[src/rtl/intpol2_d4_y_drain_pkg.sv]
// Shared definitions for the intpol2_D4 Y-memory drain.
//   state_t    : drain FSM state encoding
//   SKID_DEPTH : entries in the read-return skid buffer
package intpol2_d4_y_drain_pkg;

  typedef enum logic [1:0] {
    IDLE  = 2'd0,
    RUN   = 2'd1,
    FLUSH = 2'd2,
    FIN   = 2'd3
  } state_t;

  localparam int SKID_DEPTH = 2;

endpackage

[src/rtl/intpol2_d4_y_drain_if.sv]
// Bus bundle between the drain, the Y memory read port and the output FIFO.
//   Y_rd_en / Y_raddr : read strobe and address towards Y memory
//   Y_rdata           : Y memory data, valid one cycle after Y_rd_en
//   fifo_wr / fifo_wdata : write strobe and data towards the output FIFO
//   fifo_full / fifo_afull : FIFO backpressure
// master = drain side, slave = memory/FIFO side.
interface intpol2_d4_y_drain_if #(
  parameter int DATAPATH_WIDTH = 32,
  parameter int MEM_ADDR_WIDTH = 16
);

  logic                      Y_rd_en;
  logic [MEM_ADDR_WIDTH-1:0] Y_raddr;
  logic [DATAPATH_WIDTH-1:0] Y_rdata;
  logic                      fifo_wr;
  logic [DATAPATH_WIDTH-1:0] fifo_wdata;
  logic                      fifo_full;
  logic                      fifo_afull;

  modport master (
    output Y_rd_en, Y_raddr, fifo_wr, fifo_wdata,
    input  Y_rdata, fifo_full, fifo_afull
  );

  modport slave (
    input  Y_rd_en, Y_raddr, fifo_wr, fifo_wdata,
    output Y_rdata, fifo_full, fifo_afull
  );

endinterface

[src/rtl/intpol2_d4_y_drain_skid2.sv]
// Two-entry registered FIFO catching Y memory read returns.
//   push/din   : enqueue din
//   pop        : dequeue head (ignored when empty)
//   dout       : registered head entry (no din bypass)
//   count      : occupancy 0..2, empty/full flags
//   clear      : synchronous flush, same effect as rstn
module intpol2_d4_y_drain_skid2
  import intpol2_d4_y_drain_pkg::*;
#(
  parameter int WIDTH = 32
) (
  input  logic             clk,
  input  logic             rstn,
  input  logic             clear,
  input  logic             push,
  input  logic             pop,
  input  logic [WIDTH-1:0] din,
  output logic [WIDTH-1:0] dout,
  output logic [1:0]       count,
  output logic             empty,
  output logic             full
);

  logic [WIDTH-1:0] entry0;  // head
  logic [WIDTH-1:0] entry1;
  logic             do_pop;

  assign dout   = entry0;
  assign empty  = (count == 2'd0);
  assign full   = (int'(count) == SKID_DEPTH);
  assign do_pop = pop && !empty;

  // NOTE: state registers use non-blocking assignments so every flop samples pre-edge values.
  always_ff @(posedge clk or negedge rstn) begin
    if (!rstn) begin
      // NOTE: the data entries are reset as well so fifo_wdata reads 0 out of reset/clear.
      entry0 <= '0;
      entry1 <= '0;
      count  <= 2'd0;
    end else if (clear) begin
      entry0 <= '0;
      entry1 <= '0;
      count  <= 2'd0;
    end else begin
      unique case ({push, do_pop})
        2'b10: begin
          if (!full) begin
            if (empty) entry0 <= din;
            else       entry1 <= din;
            count <= count + 2'd1;
          end
        end
        2'b01: begin
          entry0 <= entry1;
          count  <= count - 2'd1;
        end
        2'b11: begin
          // Count unchanged; the new word lands behind whatever stays.
          if (count == 2'd1) begin
            entry0 <= din;
          end else begin
            entry0 <= entry1;
            entry1 <= din;
          end
        end
        default: ;
      endcase
    end
  end

  always_ff @(posedge clk) begin
    if (rstn && !clear) begin
      a_no_overflow: assert (!(push && full && !do_pop));
    end
  end

endmodule

[src/rtl/intpol2_d4_y_drain.sv]
// intpol2_D4 Y drain: after the core finishes, reads olen samples from Y
// memory (1-cycle read latency) starting at Y_base and streams them into the
// output FIFO in address order, honouring fifo_full / fifo_afull.
//   clk, rstn      : clock, async active-low reset
//   clear          : synchronous soft reset, highest priority, aborts a drain
//   start/olen/Y_base : begin a drain (sampled in IDLE only)
//   bus            : Y memory read port + output FIFO write port
//   busy/done/ocnt : status, done pulses one cycle after the last FIFO write
// olen above 2^MEM_ADDR_WIDTH wraps the address and is unsupported.
module intpol2_d4_y_drain
  import intpol2_d4_y_drain_pkg::*;
#(
  parameter int DATAPATH_WIDTH = 32,
  parameter int CONFIG_WIDTH   = 32,
  parameter int MEM_ADDR_WIDTH = 16
) (
  input  logic                      clk,
  input  logic                      rstn,
  input  logic                      clear,
  input  logic                      start,
  input  logic [CONFIG_WIDTH-1:0]   olen,
  input  logic [MEM_ADDR_WIDTH-1:0] Y_base,
  intpol2_d4_y_drain_if.master      bus,
  output logic                      busy,
  output logic                      done,
  output logic [CONFIG_WIDTH-1:0]   ocnt
);

  state_t                    state;
  logic [CONFIG_WIDTH-1:0]   rem_rd;
  logic [MEM_ADDR_WIDTH-1:0] rd_ptr;
  logic                      inflight;

  logic [DATAPATH_WIDTH-1:0] skid_dout;
  logic [1:0]                skid_count;
  logic                      skid_empty;
  logic                      skid_full;

  logic                      issue;
  logic                      write;
  logic                      drain_end;

  assign write = !clear && !skid_empty && !bus.fifo_full;

  // A read may be issued when the skid buffer, after this cycle's FIFO write,
  // still has room for both the word already in flight and the new one.
  // Counting the concurrent write is what allows 1 sample/cycle.
  // NOTE: always_comb assigns a default first so no path can infer a latch.
  always_comb begin
    issue = 1'b0;
    if (!clear && state == RUN && rem_rd != '0 && !bus.fifo_afull &&
        (int'(skid_count) - int'(write) + int'(inflight)) < SKID_DEPTH) begin
      issue = 1'b1;
    end
  end

  // Nothing in flight and the skid buffer is empty by the end of this cycle.
  assign drain_end = !inflight && !skid_full && (skid_empty || write);

  assign bus.Y_rd_en    = issue;
  assign bus.Y_raddr    = rd_ptr;
  assign bus.fifo_wr    = write;
  assign bus.fifo_wdata = skid_dout;

  intpol2_d4_y_drain_skid2 #(.WIDTH(DATAPATH_WIDTH)) u_skid (
    .clk   (clk),
    .rstn  (rstn),
    .clear (clear),
    .push  (inflight),
    .pop   (write),
    .din   (bus.Y_rdata),
    .dout  (skid_dout),
    .count (skid_count),
    .empty (skid_empty),
    .full  (skid_full)
  );

  always_ff @(posedge clk or negedge rstn) begin
    if (!rstn) begin
      state    <= IDLE;
      rem_rd   <= '0;
      rd_ptr   <= '0;
      inflight <= 1'b0;
      ocnt     <= '0;
      busy     <= 1'b0;
      done     <= 1'b0;
    end else if (clear) begin
      state    <= IDLE;
      rem_rd   <= '0;
      rd_ptr   <= '0;
      inflight <= 1'b0;
      ocnt     <= '0;
      busy     <= 1'b0;
      done     <= 1'b0;
    end else begin
      inflight <= issue;
      done     <= 1'b0;
      if (write) ocnt <= ocnt + CONFIG_WIDTH'(1);
      if (issue) begin
        rd_ptr <= rd_ptr + MEM_ADDR_WIDTH'(1);
        rem_rd <= rem_rd - CONFIG_WIDTH'(1);
      end

      unique case (state)
        IDLE: begin
          if (start) begin
            rem_rd <= olen;
            rd_ptr <= Y_base;
            ocnt   <= '0;
            busy   <= 1'b1;
            // An empty drain still shows one busy cycle (in FLUSH) before FIN.
            state  <= (olen == '0) ? FLUSH : RUN;
          end
        end
        RUN: begin
          if (issue && rem_rd == CONFIG_WIDTH'(1)) state <= FLUSH;
        end
        FLUSH: begin
          if (drain_end) begin
            state <= FIN;
            busy  <= 1'b0;
            done  <= 1'b1;
          end
        end
        FIN: begin
          state <= IDLE;
        end
      endcase
    end
  end

endmodule

[src/flat_wrapper.sv]
// flat-port wrapper written by rule: the top's interface ports become plain ports
module intpol2_d4_y_drain_flat import intpol2_d4_y_drain_pkg::*;
#(
  parameter int DATAPATH_WIDTH = 32,
  parameter int CONFIG_WIDTH   = 32,
  parameter int MEM_ADDR_WIDTH = 16
)
  (clk, rstn, clear, start, olen, Y_base, busy, done, ocnt, bus_Y_rd_en, bus_Y_raddr, bus_fifo_wr, bus_fifo_wdata, bus_Y_rdata, bus_fifo_full, bus_fifo_afull);
  intpol2_d4_y_drain_if #(.DATAPATH_WIDTH(DATAPATH_WIDTH), .MEM_ADDR_WIDTH(MEM_ADDR_WIDTH)) bus_i ();
  input  logic clk;
  input  logic rstn;
  input  logic clear;
  input  logic start;
  input  logic [CONFIG_WIDTH-1:0] olen;
  input  logic [MEM_ADDR_WIDTH-1:0] Y_base;
  output logic busy;
  output logic done;
  output logic [CONFIG_WIDTH-1:0] ocnt;
  output wire logic [$bits(bus_i.Y_rd_en)-1:0] bus_Y_rd_en;
  output wire logic [$bits(bus_i.Y_raddr)-1:0] bus_Y_raddr;
  output wire logic [$bits(bus_i.fifo_wr)-1:0] bus_fifo_wr;
  output wire logic [$bits(bus_i.fifo_wdata)-1:0] bus_fifo_wdata;
  input wire logic [$bits(bus_i.Y_rdata)-1:0] bus_Y_rdata;
  input wire logic [$bits(bus_i.fifo_full)-1:0] bus_fifo_full;
  input wire logic [$bits(bus_i.fifo_afull)-1:0] bus_fifo_afull;
  assign bus_Y_rd_en = bus_i.Y_rd_en;
  assign bus_Y_raddr = bus_i.Y_raddr;
  assign bus_fifo_wr = bus_i.fifo_wr;
  assign bus_fifo_wdata = bus_i.fifo_wdata;
  assign bus_i.Y_rdata = bus_Y_rdata;
  assign bus_i.fifo_full = bus_fifo_full;
  assign bus_i.fifo_afull = bus_fifo_afull;
  intpol2_d4_y_drain #(.DATAPATH_WIDTH(DATAPATH_WIDTH), .CONFIG_WIDTH(CONFIG_WIDTH), .MEM_ADDR_WIDTH(MEM_ADDR_WIDTH)) u_core (.clk(clk), .rstn(rstn), .clear(clear), .start(start), .olen(olen), .Y_base(Y_base), .bus(bus_i), .busy(busy), .done(done), .ocnt(ocnt));
endmodule
[config.mk]
export PLATFORM = sky130hd
export DESIGN_NAME = intpol2_d4_y_drain_flat
export DESIGN_NICKNAME = d
export VERILOG_FILES = /design/src/rtl/intpol2_d4_y_drain_pkg.sv /design/src/rtl/intpol2_d4_y_drain_if.sv /design/src/rtl/intpol2_d4_y_drain_skid2.sv /design/src/rtl/intpol2_d4_y_drain.sv /design/src/flat_wrapper.sv
export SDC_FILE = /design/constraint.sdc
export NUM_CORES = 1
export LEC_CHECK = 0
export ABC_CLOCK_PERIOD_IN_PS = 8300
export BUFFER_PORTS_ARGS = -buffer_cell sky130_fd_sc_hd__buf_2
export CAP_MARGIN = 20
export CORE_MARGIN = 2
export CORE_UTILIZATION = 60
export DETAILED_ROUTE_END_ITERATION = 16
export HOLD_SLACK_MARGIN = 0.15
export PLACE_DENSITY_LB_ADDON = 0.12
export SYNTH_ARGS = -nofsm -noshare
export SYNTH_HDL_FRONTEND = slang
export SYNTH_SLANG_ARGS = --single-unit
[constraint.sdc]
create_clock -name clk -period 8.3 [get_ports clk]
set_input_delay 0.415 -clock clk [delete_from_list [all_inputs] [get_ports clk]]
set_output_delay 0.415 -clock clk [all_outputs]
set_load 0.01 [all_outputs]
After elaboration in Yosys (flattened, before gate mapping)
Cells that the tools add are included.

Output and inout port bits: 84. Logic and storage cells: 104. Bits in registers: 151.

Eq/ne operators: 16. Muxes and demuxes: 40. Reduce and logical (&&, ||, !) cells: 30. $add $sub $neg: 7. Order comparisons: 1.

Operators with widths (count): 32-bit two-way mux (16); 32-bit one-hot mux with 3 select lines (1); 16-bit two-way mux (4); 32-bit one-hot mux with 2 select lines (1); 32-bit by 1-bit adder with 32-bit output, second input constant (1); 32-bit by 2-bit adder with 32-bit output (1); 32-bit by 1-bit equality test with 1-bit output, second input constant (1); 32-bit logical NOT (1); 32-bit by 3-bit less-than comparator with 1-bit output, second input constant (1); 32-bit nonzero test (1); 32-bit by 1-bit subtractor with 32-bit output, second input constant (1); 16-bit by 1-bit adder with 16-bit output, second input constant (1); 3-bit inequality test, second input constant (5); 2-bit two-way mux (7); 2-bit equality test, second input constant (5); 1-bit logical AND (10); 3-bit AND reduction (3); 3-bit nonzero test (3); 1-bit two-way mux (8); 2-bit one-hot mux with 4 select lines (1); 2-bit by 1-bit equality test with 1-bit output, second input constant (3); 1-bit logical NOT (6); 3-bit by 2-bit inequality test with 1-bit output, second input constant (2); 2-bit logical NOT (2); other kinds (9) (9).

Longest topological paths before layout
Gate-level depths: netlist of the first run.

Depth after elaboration: 13. Depth in mapped cells: 17. Gate-level depth less buffers: 14.

Modules after synthesis
A second synthesis of the first run with hierarchy kept.

Cells, all modules: 886. Area total of the unflattened synthesis: 8501.9 um2.

By module, submodules not included: intpol2_d4_y_drain (cells each 598, times used 1, area an instance 5260.0 um2, sequential area each 2127.0 um2); intpol2_d4_y_drain_skid2 (cells each 288, times used 1, area an instance 3241.9 um2, sequential area each 1651.6 um2).

Worst setup path after synthesis of the first run
OpenSTA, ideal clock, no wires.

Kind: reg2reg. From: register u_core.u_skid.count[1]. To: register u_core.rem_rd[4]. Clock period less this slack: 3.950 ns. Arrival time: 3.868 ns. Cell stages (with the launch flop): 17. Path slack: 4.350 ns. Cell sequence: dfrtp_1 inv_1 ha_1 clkbuf_1 nor3_1 ha_1 ha_1 inv_1 ha_1 inv_1 ha_1 nor4bb_1 a21o_1 nand2_1 clkbuf_2 or4_2 a31oi_1.

Longest elaborated chain between the ends: 13.

Ends and longest elaborated chain: start, declared (line intpol2_d4_y_drain_skid2.sv:19) `output logic [1:0] count,`; start signal, assigned (line intpol2_d4_y_drain_skid2.sv:50) `count <= count + 2'd1;`; start signal, assigned (line intpol2_d4_y_drain_skid2.sv:55) `count <= count - 2'd1;`; 2-bit logical NOT * (line intpol2_d4_y_drain_skid2.sv:29) `assign empty = (count == 2'd0);`; 1-bit logical NOT * (line intpol2_d4_y_drain.sv:43) `assign write = !clear && !skid_empty && !bus.fifo_full;`; 1-bit logical AND * (2 in a row) (line intpol2_d4_y_drain.sv:43); named net bus_fifo_wr (line flat_wrapper.sv:21) `output wire logic [$bits(bus_i.fifo_wr)-1:0] bus_fifo_wr;`; 2-bit by 1-bit subtractor with 3-bit output * (line intpol2_d4_y_drain.sv:52) `(int'(skid_count) - int'(write) + int'(inflight)) < SKID_DEPTH) begin`; 32-bit by 2-bit adder with 32-bit output * (line intpol2_d4_y_drain.sv:52); 32-bit by 3-bit less-than comparator with 1-bit output * (line intpol2_d4_y_drain.sv:52); 1-bit logical AND * (line intpol2_d4_y_drain.sv:51) `if (!clear && state == RUN && rem_rd != '0 && !bus.fifo_afull &&`; 1-bit two-way mux * (line intpol2_d4_y_drain.sv:51); 32-bit two-way mux * (line intpol2_d4_y_drain.sv:99) `if (issue) begin`; 32-bit two-way mux (line intpol2_d4_y_drain.sv:106) `if (start) begin`; 32-bit two-way mux * (line intpol2_d4_y_drain.sv:104) `unique case (state)`; 32-bit two-way mux * (line intpol2_d4_y_drain.sv:87) `end else if (clear) begin`; end signal, assigned (line intpol2_d4_y_drain.sv:101) `rem_rd <= rem_rd - CONFIG_WIDTH'(1);`; end signal, assigned (line intpol2_d4_y_drain.sv:107) `rem_rd <= olen;`; end, declared (line intpol2_d4_y_drain.sv:30) `logic [CONFIG_WIDTH-1:0] rem_rd;`.

The timed path passes the listed nets; every way through them passes the cells marked *. A chain may end at the register's enable or synchronous reset.

Final worst setup path of the first run
From: register u_core.u_skid.count[1]. To: register u_core.rem_rd[22].

Longest elaborated chain between the ends: 13.

Ends and longest elaborated chain (line): 2-bit logical NOT (intpol2_d4_y_drain_skid2.sv:29); 1-bit logical NOT (intpol2_d4_y_drain.sv:43); 1-bit logical AND (2 in a row) (intpol2_d4_y_drain.sv:43); 2-bit by 1-bit subtractor with 3-bit output * (intpol2_d4_y_drain.sv:52); 32-bit by 2-bit adder with 32-bit output * (intpol2_d4_y_drain.sv:52); 32-bit by 3-bit less-than comparator with 1-bit output * (intpol2_d4_y_drain.sv:52); 1-bit logical AND * (intpol2_d4_y_drain.sv:51); 1-bit two-way mux * (intpol2_d4_y_drain.sv:51); 32-bit two-way mux * (intpol2_d4_y_drain.sv:99); 32-bit two-way mux (intpol2_d4_y_drain.sv:106); 32-bit two-way mux * (intpol2_d4_y_drain.sv:104); 32-bit two-way mux * (intpol2_d4_y_drain.sv:87).

Every way passes the cells marked *; elsewhere a longest branch is shown, timed or not.

==> flow_metrics.py, run 1 <==
metrics = {
    "synth": {
        "synth_area_um2": 8510,
        "synth_nets": 1053,
        "ys_warn_count": 0,
        "synth-seq-area-share": 0.444,
        "avgSynthCellArea_um2": 9.01,
        "synth_seq_cells": 151,
        "synthCells": 944,
        "yosys.cell_types.count": 62,
    },
    "critical_path": {
        "crit_family": "simple AND/OR/NAND/NOR gates",
        "crit_top_cell": "ha_1",
        "worst-path-stages": 13,
        "worstPathCellList": "inv_1 -> ha_1 -> nor3_1 -> ha_1 -> nor2_1 -> ha_1 -> inv_1 -> ha_1 -> nor4bb_1 -> a21o_1 -> nand4_1 -> or4_1 -> a31oi_1",
        "r2r_cells": 13,
        "cp.required_ns": 8.64,
        "crit_slowest_cell": "or4_1",
        "slowest_delay_ns": 0.70,
        "r2r_end": "u_core.rem_rd[22]$_DFF_PN0_",
        "endpoint_kind": "flip-flop",
        "r2r_setup_slack_ns": 3.80,
        "cp_num_buf_inv": 2,
        "critPathLaunchType": "flip-flop",
        "crit_fanout": 18,
        "arrival_ns": 4.85,
        "crit_type": "flip-flop to flip-flop",
        "worstReg2RegStart": "u_core.u_skid.count[1]$_DFFE_PN0P_",
    },
    "global_route": {
        "grt_pass1_wl_um": 34400,
        "grt_max_degree": 101,
        "antenna_found_initial": 0,
        "grt_util_all_layers": 0.285,
        "grt_pass1_vias": 7065,
        "met1_usage": 0.393,
        "grt-busiest-layer": "met2",
        "grt_overflow": 0,
        "grt_use_met2": 0.462,
        "use_met3": 0.0415,
    },
    "clock_network": {
        "cts_resized": 0,
        "htree_levels": 4,
        "root_buffer": "clkbuf_16",
        "cts_tree": "built",
        "max-clock-path-buffers": 2,
        "clk_pin_slew_ns": 0.06,
        "cts_made_buffers": 17,
        "cts.sinks": 151,
        "clock_latency_ns": 0.43,
    },
    "pwr": {
        "power_frac_seq": 0.374,
        "combinationalPowerShare": 0.319,
        "p_switching_w": 0.000931,
        "ir_worst_vdd_mv": 0.191,
        "total_power_w": 0.00258,
        "p_leak_nw": 4.34,
        "internal_power_w": 0.00165,
        "p_per_area_nw_per_um2": 259,
        "switching_share": 0.360,
        "clock_power_share": 0.307,
    },
    "detailed_routing": {
        "wl_per_cell_um": 16.8,
        "ant_nets": 0,
        "drt_iter0_markers": 664,
        "dr.pass1.iters": 8,
        "wl_um": 21400,
        "vias": 7832,
        "remaining_drc_errors": 0,
        "via_per_inst": 6.17,
    },
    "finish": {
        "layout_commonest_cell": "buf_2",
        "multi_input_area_um2": 4320,
        "antenna_cells": 0,
        "area_delta_synth_final_pct": 17.5,
        "regArea_um2": 3780,
        "layout.nets": 1186,
        "fillers": 1118,
        "drive_above_1_share": 0.231,
        "final_cell_mix": "168 x buf_2, 151 x dfrtp_1, 138 x nand2_1, 61 x nor2_1, 61 x o21ai_0",
    },
    "hold_path": {
        "min_path_type": "input pin to flip-flop",
        "hold_end": "u_core.u_skid.entry1[14]$_DFFE_PN0P_",
        "min_from": "bus_Y_rdata[14]",
        "holdPathStages": 3,
    },
    "place": {
        "place_congestion": 0.828,
        "dp_hpwl_um": 13900,
        "port_buffers": 169,
    },
    "timing": {
        "finalCritPeriodShare": 0.543,
        "setup_viol": 0,
        "max_slew_margin": 0.281,
        "fmax_ghz": 0.222,
        "final.setup_skew_ns": 0.00874,
        "period_needed_ns": 4.50,
        "maxSlewViolCount": 0,
        "grt_setup_unrepaired": "false",
        "finalHoldViolations": 0,
        "tns_ns": 0,
        "worst_pin_slew_ns": 1.08,
    },
    "floorplan": {
        "ioPinCount": 170,
        "rows": 43,
        "die_w_um": 123,
        "dieArea_um2": 15100,
        "core_um2": 13900,
        "dieHeight_um": 123,
        "initial_utilization": 0.613,
    },
    "flow_run": {
        "drv_cap": 0,
    },
    "outcome": {
        "status": "finished clean",
    },
}
-- Yosys cell counts (all sizes together) --
| master | count | area share |
|---|---|---|
| dfrtp | 151 | 0.44 |
| nand2 | 140 | 0.062 |
| o21ai | 65 | 0.039 |
| nor2 | 61 | 0.027 |
| clkbuf | 58 | 0.030 |
| o31ai | 54 | 0.048 |
| a21oi | 41 | 0.024 |
| a22oi | 33 | 0.029 |
| a31oi | 32 | 0.024 |
| nor3 | 31 | 0.020 |
| or4 | 25 | 0.024 |
| ha | 23 | 0.034 |
| nand4 | 23 | 0.017 |
| or3 | 22 | 0.017 |
| nand3 | 21 | 0.012 |
| nor4 | 21 | 0.015 |
| inv | 19 | 0.0084 |
| xnor2 | 19 | 0.020 |
| a311oi | 11 | 0.012 |
| and3 | 10 | 0.0074 |
| nor4b | 10 | 0.012 |
| xor2 | 10 | 0.010 |
| and4 | 9 | 0.0093 |
| buf | 9 | 0.011 |
| and2 | 8 | 0.0059 |
| or2 | 7 | 0.0051 |
| a211oi | 5 | 0.0044 |
| o31a | 4 | 0.0043 |
| mux2i | 3 | 0.0035 |
| a21o | 2 | 0.0018 |
| and4bb | 2 | 0.0029 |
| nand2b | 2 | 0.0015 |
| nor2b | 2 | 0.0015 |
| o41ai | 2 | 0.0021 |
| or4b | 2 | 0.0028 |
| mux2 | 1 | 0.0013 |
| nand3b | 1 | 0.00088 |
| nand4b | 1 | 0.0010 |
| nand4bb | 1 | 0.0013 |
| nor4bb | 1 | 0.0012 |
| o2111ai | 1 | 0.0010 |
| o211ai | 1 | 0.00088 |
-- final cells by class --
type	instances	area share
clock buffers	20	0.0457
clock inverters	12	0.0150
inverters	19	0.00714
multi-input cells	707	0.433
flip-flops and latches	151	0.378
well taps	180	0.0225
repair buffers	181	0.0986
-- worst max-delay path by stage --
| stage | end | slack (ns) | start |
|---|---|---|---|
| after floorplan | u_core.rem_rd[4]$_DFF_PN0_ | 4.35 | u_core.u_skid.count[1]$_DFFE_PN0P_ |
| after global placement | u_core.rem_rd[30]$_DFF_PN0_ | 3.77 | clear |
| after detailed placement | u_core.rem_rd[30]$_DFF_PN0_ | 3.66 | clear |
| after CTS | u_core.rem_rd[22]$_DFF_PN0_ | 3.88 | u_core.u_skid.count[1]$_DFFE_PN0P_ |
| after global routing | u_core.rem_rd[26]$_DFF_PN0_ | 3.43 | u_core.u_skid.count[1]$_DFFE_PN0P_ |
| final | u_core.rem_rd[22]$_DFF_PN0_ | 3.80 | u_core.u_skid.count[1]$_DFFE_PN0P_ |
-- power groups by stage --
stage          Sequential [W]  Combinational [W]  Clock, W
2_1_floorplan        0.000984           0.000556         0
3_3_place_gp         0.000971           0.000792         0
3_5_place_dp         0.000976           0.000813         0
4_1_cts              0.000965           0.000816  0.000798
5_1_grt              0.000986           0.000920  0.000830
6_report             0.000967           0.000823  0.000794
-- worst register-to-register path, stage by stage (launching register included) --
cell and delay [ns]:
dfrtp_1 0.36, inv_1 0.11, ha_1 0.30, nor3_1 0.41
ha_1 0.32, nor2_1 0.20, ha_1 0.21, inv_1 0.07
ha_1 0.28, nor4bb_1 0.35, a21o_1 0.30, nand4_1 0.61
or4_1 0.71, a31oi_1 0.20
-- kinds of logic (layout without fill, tap and decap cells) --
| family | Yosys count | in the layout | share of synthesized area |
|---|---|---|---|
| simple gates | 400 | 400 | 0.248 |
| compound gates | 251 | 251 | 0.190 |
| flops | 151 | 151 | 0.444 |
| buf+inv | 86 | 232 | 0.0494 |
| xor+xnor | 29 | 29 | 0.0299 |
| fa+ha+maj | 23 | 23 | 0.0338 |
| mux | 4 | 4 | 0.00485 |
-- routing by layer --
| metal | part of all wire | vias to the layer above |
|---|---|---|
| li1 | - | 3775 |
| met1 | 0.44 | 3771 |
| met2 | 0.49 | 251 |
| met3 | 0.052 | 35 |
| met4 | 0.017 | 0 |
| met5 | 0 | - |
-- state kept, by name (all words and copies together), names as in the netlist --
| signal | cells |
|---|---|
| u_core.ocnt | 32 |
| u_core.rem_rd | 32 |
| u_core.u_skid.dout | 32 |
| u_core.u_skid.entry1 | 32 |
| u_core.bus.Y_raddr | 16 |
| u_core.state | 2 |
| u_core.u_skid.count | 2 |
| u_core.busy | 1 |
| u_core.done | 1 |
| u_core.inflight | 1 |
-- what timing repair did --
| item | in CTS | in global routing |
|---|---|---|
| hold buffers | 1 | 0 |
| endpoints found under the hold margin | 18 | 0 |
| setup buffers | 0 | 0 |
-- metrics by stage --
step | hold slack [ns] | instance area, um^2 | setup WS, ns | cells | utilization
2_1_floorplan | 0.119 | 8510 | 4.35 | 944 | -
3_3_place_gp | 0.457 | 9320 | 3.77 | 1235 | 0.671
3_5_place_dp | 0.462 | 9350 | 3.66 | 1236 | 0.673
4_1_cts | 0.224 | 9960 | 3.88 | 1269 | 0.718
5_1_grt | 0.231 | 9990 | 3.43 | 1270 | 0.720
6_report | 0.230 | 9990 | 3.80 | 1270 | 0.720
(Power assumes the default switching activity.)
==> run 2, diff against run 1 <==
- ABC_AREA: not set -> 1
- ABC_CLOCK_PERIOD_IN_PS: 8300 -> 3840
- CORE_UTILIZATION: 60 -> 51
- clock period: 8.3 -> 3.84 ns (I/O delays scaled with it)
==> run 2 against run 1 <==
Against the previous run:
- utilization shrank 6.1 points
- non-clock buffer count grew 83
- highest routed layer unchanged
- final area grew 18%
- critical path depth grew 6
- power grew 130%
- via count grew 18%
- clock power grew 120%
==> flow_metrics.py, run 2 <==
metrics = {
    "hold_path": {
        "min_from": "olen[30]",
        "min_path_type": "input pin to flip-flop",
    },
    "floorplan": {
        "die_w_um": 139,
        "dieHeight_um": 139,
        "dieArea_um2": 19200,
        "initial_utilization": 0.517,
        "rows": 49,
        "ioPinCount": 170,
        "core_um2": 17800,
    },
    "critical_path": {
        "arrival_ns": 3.41,
        "crit_family": "adder cells",
        "endpoint_kind": "primary output",
        "cp.required_ns": 3.65,
        "worstReg2RegStart": "u_core.u_skid.count[0]$_DFFE_PN0P_",
        "worstPathCellList": "inv_1 -> ha_1 -> nor2_4 -> nand2_4 -> inv_2 -> ha_1 -> ha_1 -> inv_1 -> ha_1 -> inv_1 -> ha_1 -> nand2_1 -> nor2_1 -> nand2_1 -> nand2_1 -> nand2_1 -> nor2_4 -> buf_12 -> buf_2",
        "r2r_setup_slack_ns": 0.43,
        "crit_start": "u_core.u_skid.count[0]$_DFFE_PN0P_",
        "crit_type": "flip-flop to primary output",
        "slowest_delay_ns": 0.40,
        "crit_top_cell": "ha_1",
        "cp_num_buf_inv": 6,
        "crit_fanout": 22,
        "critPathLaunchType": "flip-flop",
        "crit_slowest_cell": "dfrtp_1",
    },
    "flow_run": {
        "drv_cap": 0,
    },
    "timing": {
        "finalCritPeriodShare": 0.937,
        "finalHoldViolations": 0,
        "maxSlewViolCount": 0,
        "fmax_ghz": 0.278,
        "final.setup_skew_ns": 0.0113,
        "tns_ns": 0,
        "grt_setup_unrepaired": "false",
        "setup_viol": 0,
        "hold_ws_ns": 0.175,
        "max_slew_margin": 0.346,
        "worst_pin_slew_ns": 0.980,
        "period_needed_ns": 3.60,
    },
    "synth": {
        "ys_top_cells_by_area": "dfrtp_1 41%, nand2_1 9.4%, inv_1 8.2%",
        "synth_edf_count": 0,
        "avgSynthCellArea_um2": 7.15,
        "synthMostInstantiatedCell": "nand2_1",
        "yosys.cell_types.count": 40,
        "synth_top_cell_area_share": 0.409,
        "yosys-top-cells-count": "230 x nand2_1, 201 x inv_1, 155 x nor2_1, 151 x dfrtp_1, 125 x nand3_1",
        "ys_warn_count": 0,
        "async_reset_ff_frac": 1.00,
        "synth_nets": 1400,
        "synth_seq_cells": 151,
        "synth_top_flop_cell": "dfrtp_1",
        "synth-seq-area-share": 0.409,
        "synthCells": 1291,
        "yosysTopAreaCell": "dfrtp_1",
        "synth_area_um2": 9230,
    },
    "finish": {
        "layout_commonest_cell": "nand2_1",
        "antenna_cells": 0,
        "regArea_um2": 3780,
        "area_delta_synth_final_pct": 27.3,
        "fin_util": 0.659,
        "multi_input_area_um2": 4480,
        "fillers": 1565,
        "final_cell_mix": "229 x nand2_1, 201 x inv_1, 168 x buf_2, 154 x nor2_1, 151 x dfrtp_1",
        "drive_above_1_share": 0.165,
        "layout.nets": 1631,
    },
    "clock_network": {
        "htree_levels": 4,
        "root_buffer": "clkbuf_16",
        "clock_latency_ns": 0.43,
        "cts_made_buffers": 17,
        "max-clock-path-buffers": 2,
        "cts_tree": "built",
        "clk_pin_slew_ns": 0.07,
        "cts.sinks": 151,
    },
    "detailed_routing": {
        "dr.pass1.iters": 5,
        "via_per_inst": 5.24,
        "vias": 9236,
        "remaining_drc_errors": 0,
        "drt_iter0_markers": 699,
        "wl_per_cell_um": 14.5,
        "wl_um": 25600,
        "ant_nets": 0,
    },
    "place": {
        "dp_hpwl_um": 16800,
        "place_congestion": 0.956,
        "port_buffers": 169,
    },
    "pwr": {
        "p_per_area_nw_per_um2": 513,
        "ir_worst_vdd_mv": 0.388,
        "p_leak_nw": 5.62,
    },
    "global_route": {
        "grt_pass1_vias": 8865,
        "grt_util_all_layers": 0.264,
        "antenna_found_initial": 0,
        "grt_max_degree": 93,
        "grt_overflow": 0,
        "grt_pass1_wl_um": 42100,
    },
    "outcome": {
        "status": "finished clean",
    },
}
## run 2: cell types whose count changed in the layout (fill, tap and decap cells not counted), sizes merged, moves of 32 or more
cell	delta
o31ai	-53
a22oi	-32
o22ai	+33
nor2	+110
nand2	+94
inv	+191
o21ai	+83
nand3	+105
dlygate4sd3	+80
## run 2: final timing paths
path                                                             end  depth (start not counted)
worst max-delay path                                     bus_Y_rd_en                         19
worst min-delay path                     u_core.rem_rd[30]$_DFF_PN0_                          4
worst max register to register      u_core.bus.Y_raddr[12]$_DFF_PN0_                         22
worst min register to register               u_core.busy$_DFFE_PN0P_                          2
max in group asynchronous         u_core.u_skid.dout[10]$_DFFE_PN0P_                          3
min in group asynchronous       u_core.u_skid.entry1[27]$_DFFE_PN0P_                          2
## run 2: cell families (layout without fill, tap and decap cells)
| group | Yosys count | after routing | share of synthesized area |
|---|---|---|---|
| flip-flops | 151 | 151 | 0.409 |
| XOR/XNOR | 32 | 32 | 0.0304 |
| buffers and inverters | 256 | 500 | 0.109 |
| adder cells (fa/ha/maj) | 23 | 23 | 0.0312 |
| AO/OA/AOI/OAI | 244 | 244 | 0.143 |
| AND/OR/NAND/NOR | 585 | 585 | 0.277 |
## run 2: metal layers
| metal | up-vias | routed length [um] | GRT usage |
|---|---|---|---|
| li1 | 4617 | - | - |
| met1 | 4316 | 11500 | 0.347 |
| met2 | 267 | 12300 | 0.448 |
| met3 | 36 | 1330 | 0.0483 |
| met4 | 0 | 438 | 0.0795 |
| met5 | - | 0 | 0 |
## run 2: cell type report
type,count,share of cell area
Multi-Input combinational cell,884,0.381
Clock inverter,15,0.0170
Timing Repair Buffer,264,0.155
Tap cell,229,0.0244
Clock buffer,17,0.0362
Sequential cell,151,0.322
Inverter,204,0.0653
## run 2: what timing repair did
action / in CTS / in global routing
hold buffers: 81 / 0
endpoints found under the hold margin: 190 / 0
setup endpoints to repair: 0 / 2
setup buffers: 0 / 1
gates resized for setup: 0 / 1
## run 2: metrics by stage
step | setup WS (ns) | cells | instance area, um^2 | power [W]
6_report | 0.242 | 1764 | 11700 | 0.00603
5_1_grt | 0.0265 | 1764 | 11700 | 0.00645
4_1_cts | 0.0156 | 1761 | 11700 | 0.00602
3_5_place_dp | 0.330 | 1648 | 10300 | 0.00417
3_3_place_gp | 0.459 | 1648 | 10300 | 0.00413
2_1_floorplan | 0.806 | 1291 | 9230 | 0.00354
## run 2: report_power, final
group	switching [W]	internal (W)
Clock	0.000823	0.000948
Combinational	0.00138	0.000744
Sequential	0.000258	0.00188
Total	0.00246	0.00357
## run 2: tightest hold or removal path, delay by kind of cell
family	cells	cell delay, ns
AO/OA/AOI/OAI	2	0.19
buffers and inverters	1	0.08
AND/OR/NAND/NOR	1	0.10
==> run 3, diff against run 2 <==
--- a/config.mk
+++ b/config.mk
@@ -10,5 +10,4 @@
 export BUFFER_PORTS_ARGS = -buffer_cell sky130_fd_sc_hd__buf_2
 export CAP_MARGIN = 20
-export CORE_MARGIN = 2
 export CORE_UTILIZATION = 51
 export DETAILED_ROUTE_END_ITERATION = 16
==> constraint.sdc (replaced) <==
create_clock -name clk -period 3.84 [get_ports clk]
set_input_delay 0.768 -clock clk [delete_from_list [all_inputs] [get_ports clk]]
set_output_delay 0.768 -clock clk [all_outputs]
set_load 0.01 [all_outputs]
==> run 3 against run 2 <==
Against the previous run:
- clock skew decreased by 0.00071 ns
- highest routed layer unchanged
- sequential share of layout area increased by 2.4 points
- combinational power decreased by 4%
- power decreased by 2.4%
- clock power decreased by 4%
- worst setup slack got worse by 0.047 ns
- routed wire length decreased by 7.9%
- clock-buffer cell count increased by 1
- fmax decreased by 1.3%
- sequential power about the same
- global-route usage increased by 0.33 points
==> flow_metrics.py, run 3 (same netlist as run 2, synthesis figures left out) <==
metrics = {
    "outcome": {
        "status": "finished clean",
    },
    "pwr": {
        "combinationalPowerShare": 0.347,
        "switching_share": 0.394,
        "ir_worst_vdd_mv": 0.343,
        "clock_power_share": 0.289,
        "p_switching_w": 0.00232,
        "power_frac_seq": 0.363,
        "p_per_area_nw_per_um2": 538,
        "internal_power_w": 0.00357,
        "p_leak_nw": 5.29,
    },
    "finish": {
        "final_cell_mix": "229 x nand2_1, 199 x inv_1, 167 x buf_2, 154 x nor2_1, 151 x dfrtp_1",
        "area_delta_synth_final_pct": 18.5,
        "layout_commonest_cell": "nand2_1",
        "fin_util": 0.626,
        "layout.nets": 1555,
        "drive_above_1_share": 0.180,
        "fillers": 1636,
        "final_cells": 1685,
    },
    "detailed_routing": {
        "drt_iter0_markers": 489,
        "via_per_inst": 5.18,
        "vias": 8735,
        "ant_nets": 0,
        "remaining_drc_errors": 0,
        "dr.pass1.iters": 5,
        "wl_per_cell_um": 14.0,
        "wl_um": 23600,
    },
    "critical_path": {
        "crit_type": "flip-flop to primary output",
        "endpoint_kind": "primary output",
        "cp_num_buf_inv": 5,
        "slowest_delay_ns": 0.40,
        "cp.required_ns": 3.07,
        "crit_family": "adder cells",
        "crit_fanout": 4,
        "arrival_ns": 2.88,
        "crit_slowest_cell": "dfrtp_1",
        "r2r_end": "u_core.bus.Y_raddr[4]$_DFF_PN0_",
        "r2r_cells": 22,
        "worstPathCellList": "inv_2 -> ha_4 -> nor2_4 -> nand2_4 -> inv_2 -> ha_1 -> ha_1 -> inv_1 -> ha_1 -> inv_1 -> ha_1 -> nand2_1 -> nor2_1 -> nand2_1 -> nand2_1 -> nand2_1 -> nor2_4 -> buf_6",
        "critPathLaunchType": "flip-flop",
        "r2r_setup_slack_ns": 0.57,
        "worstReg2RegStart": "u_core.u_skid.count[0]$_DFFE_PN0P_",
    },
    "clock_network": {
        "cts.sinks": 151,
        "htree_levels": 4,
        "cts_made_buffers": 17,
        "clk_pin_slew_ns": 0.07,
        "cts_hold_buf": 0,
        "clock_latency_ns": 0.43,
        "max-clock-path-buffers": 2,
        "root_buffer": "clkbuf_16",
        "cts_tree": "built",
    },
    "global_route": {
        "grt_max_degree": 86,
        "grt_overflow": 0,
        "grt_pass1_wl_um": 39400,
        "grt_util_all_layers": 0.267,
        "grt_pass1_vias": 8200,
        "antenna_found_initial": 2,
    },
    "timing": {
        "setup_viol": 0,
        "finalHoldViolations": 0,
        "max_slew_margin": 0.346,
        "period_needed_ns": 3.65,
        "fmax_ghz": 0.274,
        "finalCritPeriodShare": 0.949,
        "final.setup_skew_ns": 0.0106,
        "worst_pin_slew_ns": 0.979,
        "maxSlewViolCount": 0,
        "tns_ns": 0,
        "grt_setup_unrepaired": "false",
    },
    "place": {
        "port_buffers": 169,
        "dp_cells": 1648,
        "place_congestion": 0.912,
        "dp_hpwl_um": 16700,
    },
    "flow_run": {
        "drv_cap": 0,
    },
    "floorplan": {
        "dieHeight_um": 137,
        "rows": 48,
        "ioPinCount": 170,
        "die_w_um": 137,
        "initial_utilization": 0.528,
        "dieArea_um2": 18600,
        "core_um2": 17500,
    },
    "hold_path": {
        "min_path_type": "input pin to asynchronous set/reset pin",
    },
}
run 3: how the worst max path moves through the flow:
stage / slack [ns] / from / cells past startpoint / end
4_1_cts: 0.04 / u_core.u_skid.count[1]$_DFFE_PN0P_ / 18 / bus_Y_rd_en
6_report: 0.19 / u_core.u_skid.count[0]$_DFFE_PN0P_ / 18 / bus_Y_rd_en
3_5_place_dp: 0.28 / bus_fifo_full / 17 / bus_Y_rd_en
2_1_floorplan: 0.28 / bus_fifo_full / 17 / bus_Y_rd_en
5_1_grt: 0.02 / u_core.u_skid.count[0]$_DFFE_PN0P_ / 18 / bus_Y_rd_en
3_3_place_gp: 0.29 / bus_fifo_full / 16 / bus_Y_rd_en
run 3: power groups by stage:
stage	Combinational (W)	Clock, W	Sequential, W
2_1_floorplan	0.00137	0	0.00217
3_3_place_gp	0.00198	0	0.00215
3_5_place_dp	0.00202	0	0.00216
4_1_cts	0.00204	0.00174	0.00214
5_1_grt	0.00234	0.00180	0.00218
6_report	0.00204	0.00170	0.00214
run 3: final cells by class:
cell class	instances	area [um^2]	share of cell area
well taps	225	282	0.0257
inverters	204	767	0.0701
diodes	1	2.50	0.000229
multi-input cells	884	4490	0.411
clock buffers	18	429	0.0392
flip-flops and latches	151	3780	0.345
clock inverters	14	161	0.0148
repair buffers	188	1030	0.0938
run 3: per-stage QoR:
step | total power, W | area [um^2] | hold slack, ns | setup WS [ns]
floorplan | 0.00354 | 9230 | 0.472 | 0.277
global placement | 0.00414 | 10300 | 0.506 | 0.289
detailed placement | 0.00417 | 10300 | 0.518 | 0.279
CTS | 0.00591 | 10900 | 0.419 | 0.0388
global route | 0.00632 | 10900 | 0.444 | 0.0174
finish | 0.00589 | 10900 | 0.384 | 0.195
run 3: metal layers:
layer,routed length [um],GRT usage,up-vias
met2,11200,0.434,198
met5,0,0,-
met4,365,0.0796,0
li1,-,-,4460
met3,1050,0.0474,32
met1,11000,0.364,4045
run 3: worst register-to-register path: cells and delay by family (launching register included):
| family | cells | cell delay (ns) |
|---|---|---|
| and+or+nand+nor | 10 | 1.07 |
| DFF | 1 | 0.40 |
| AOI/OAI and AO/OA | 1 | 0.13 |
| adders and majority gates | 5 | 0.96 |
| buffers and inverters | 6 | 0.64 |
run 3: what timing repair did:
action | in CTS | in global routing
setup buffers | 0 | 4
resized for setup | 2 | 5
endpoints found under the setup margin | 1 | 1
pin swaps | 0 | 2
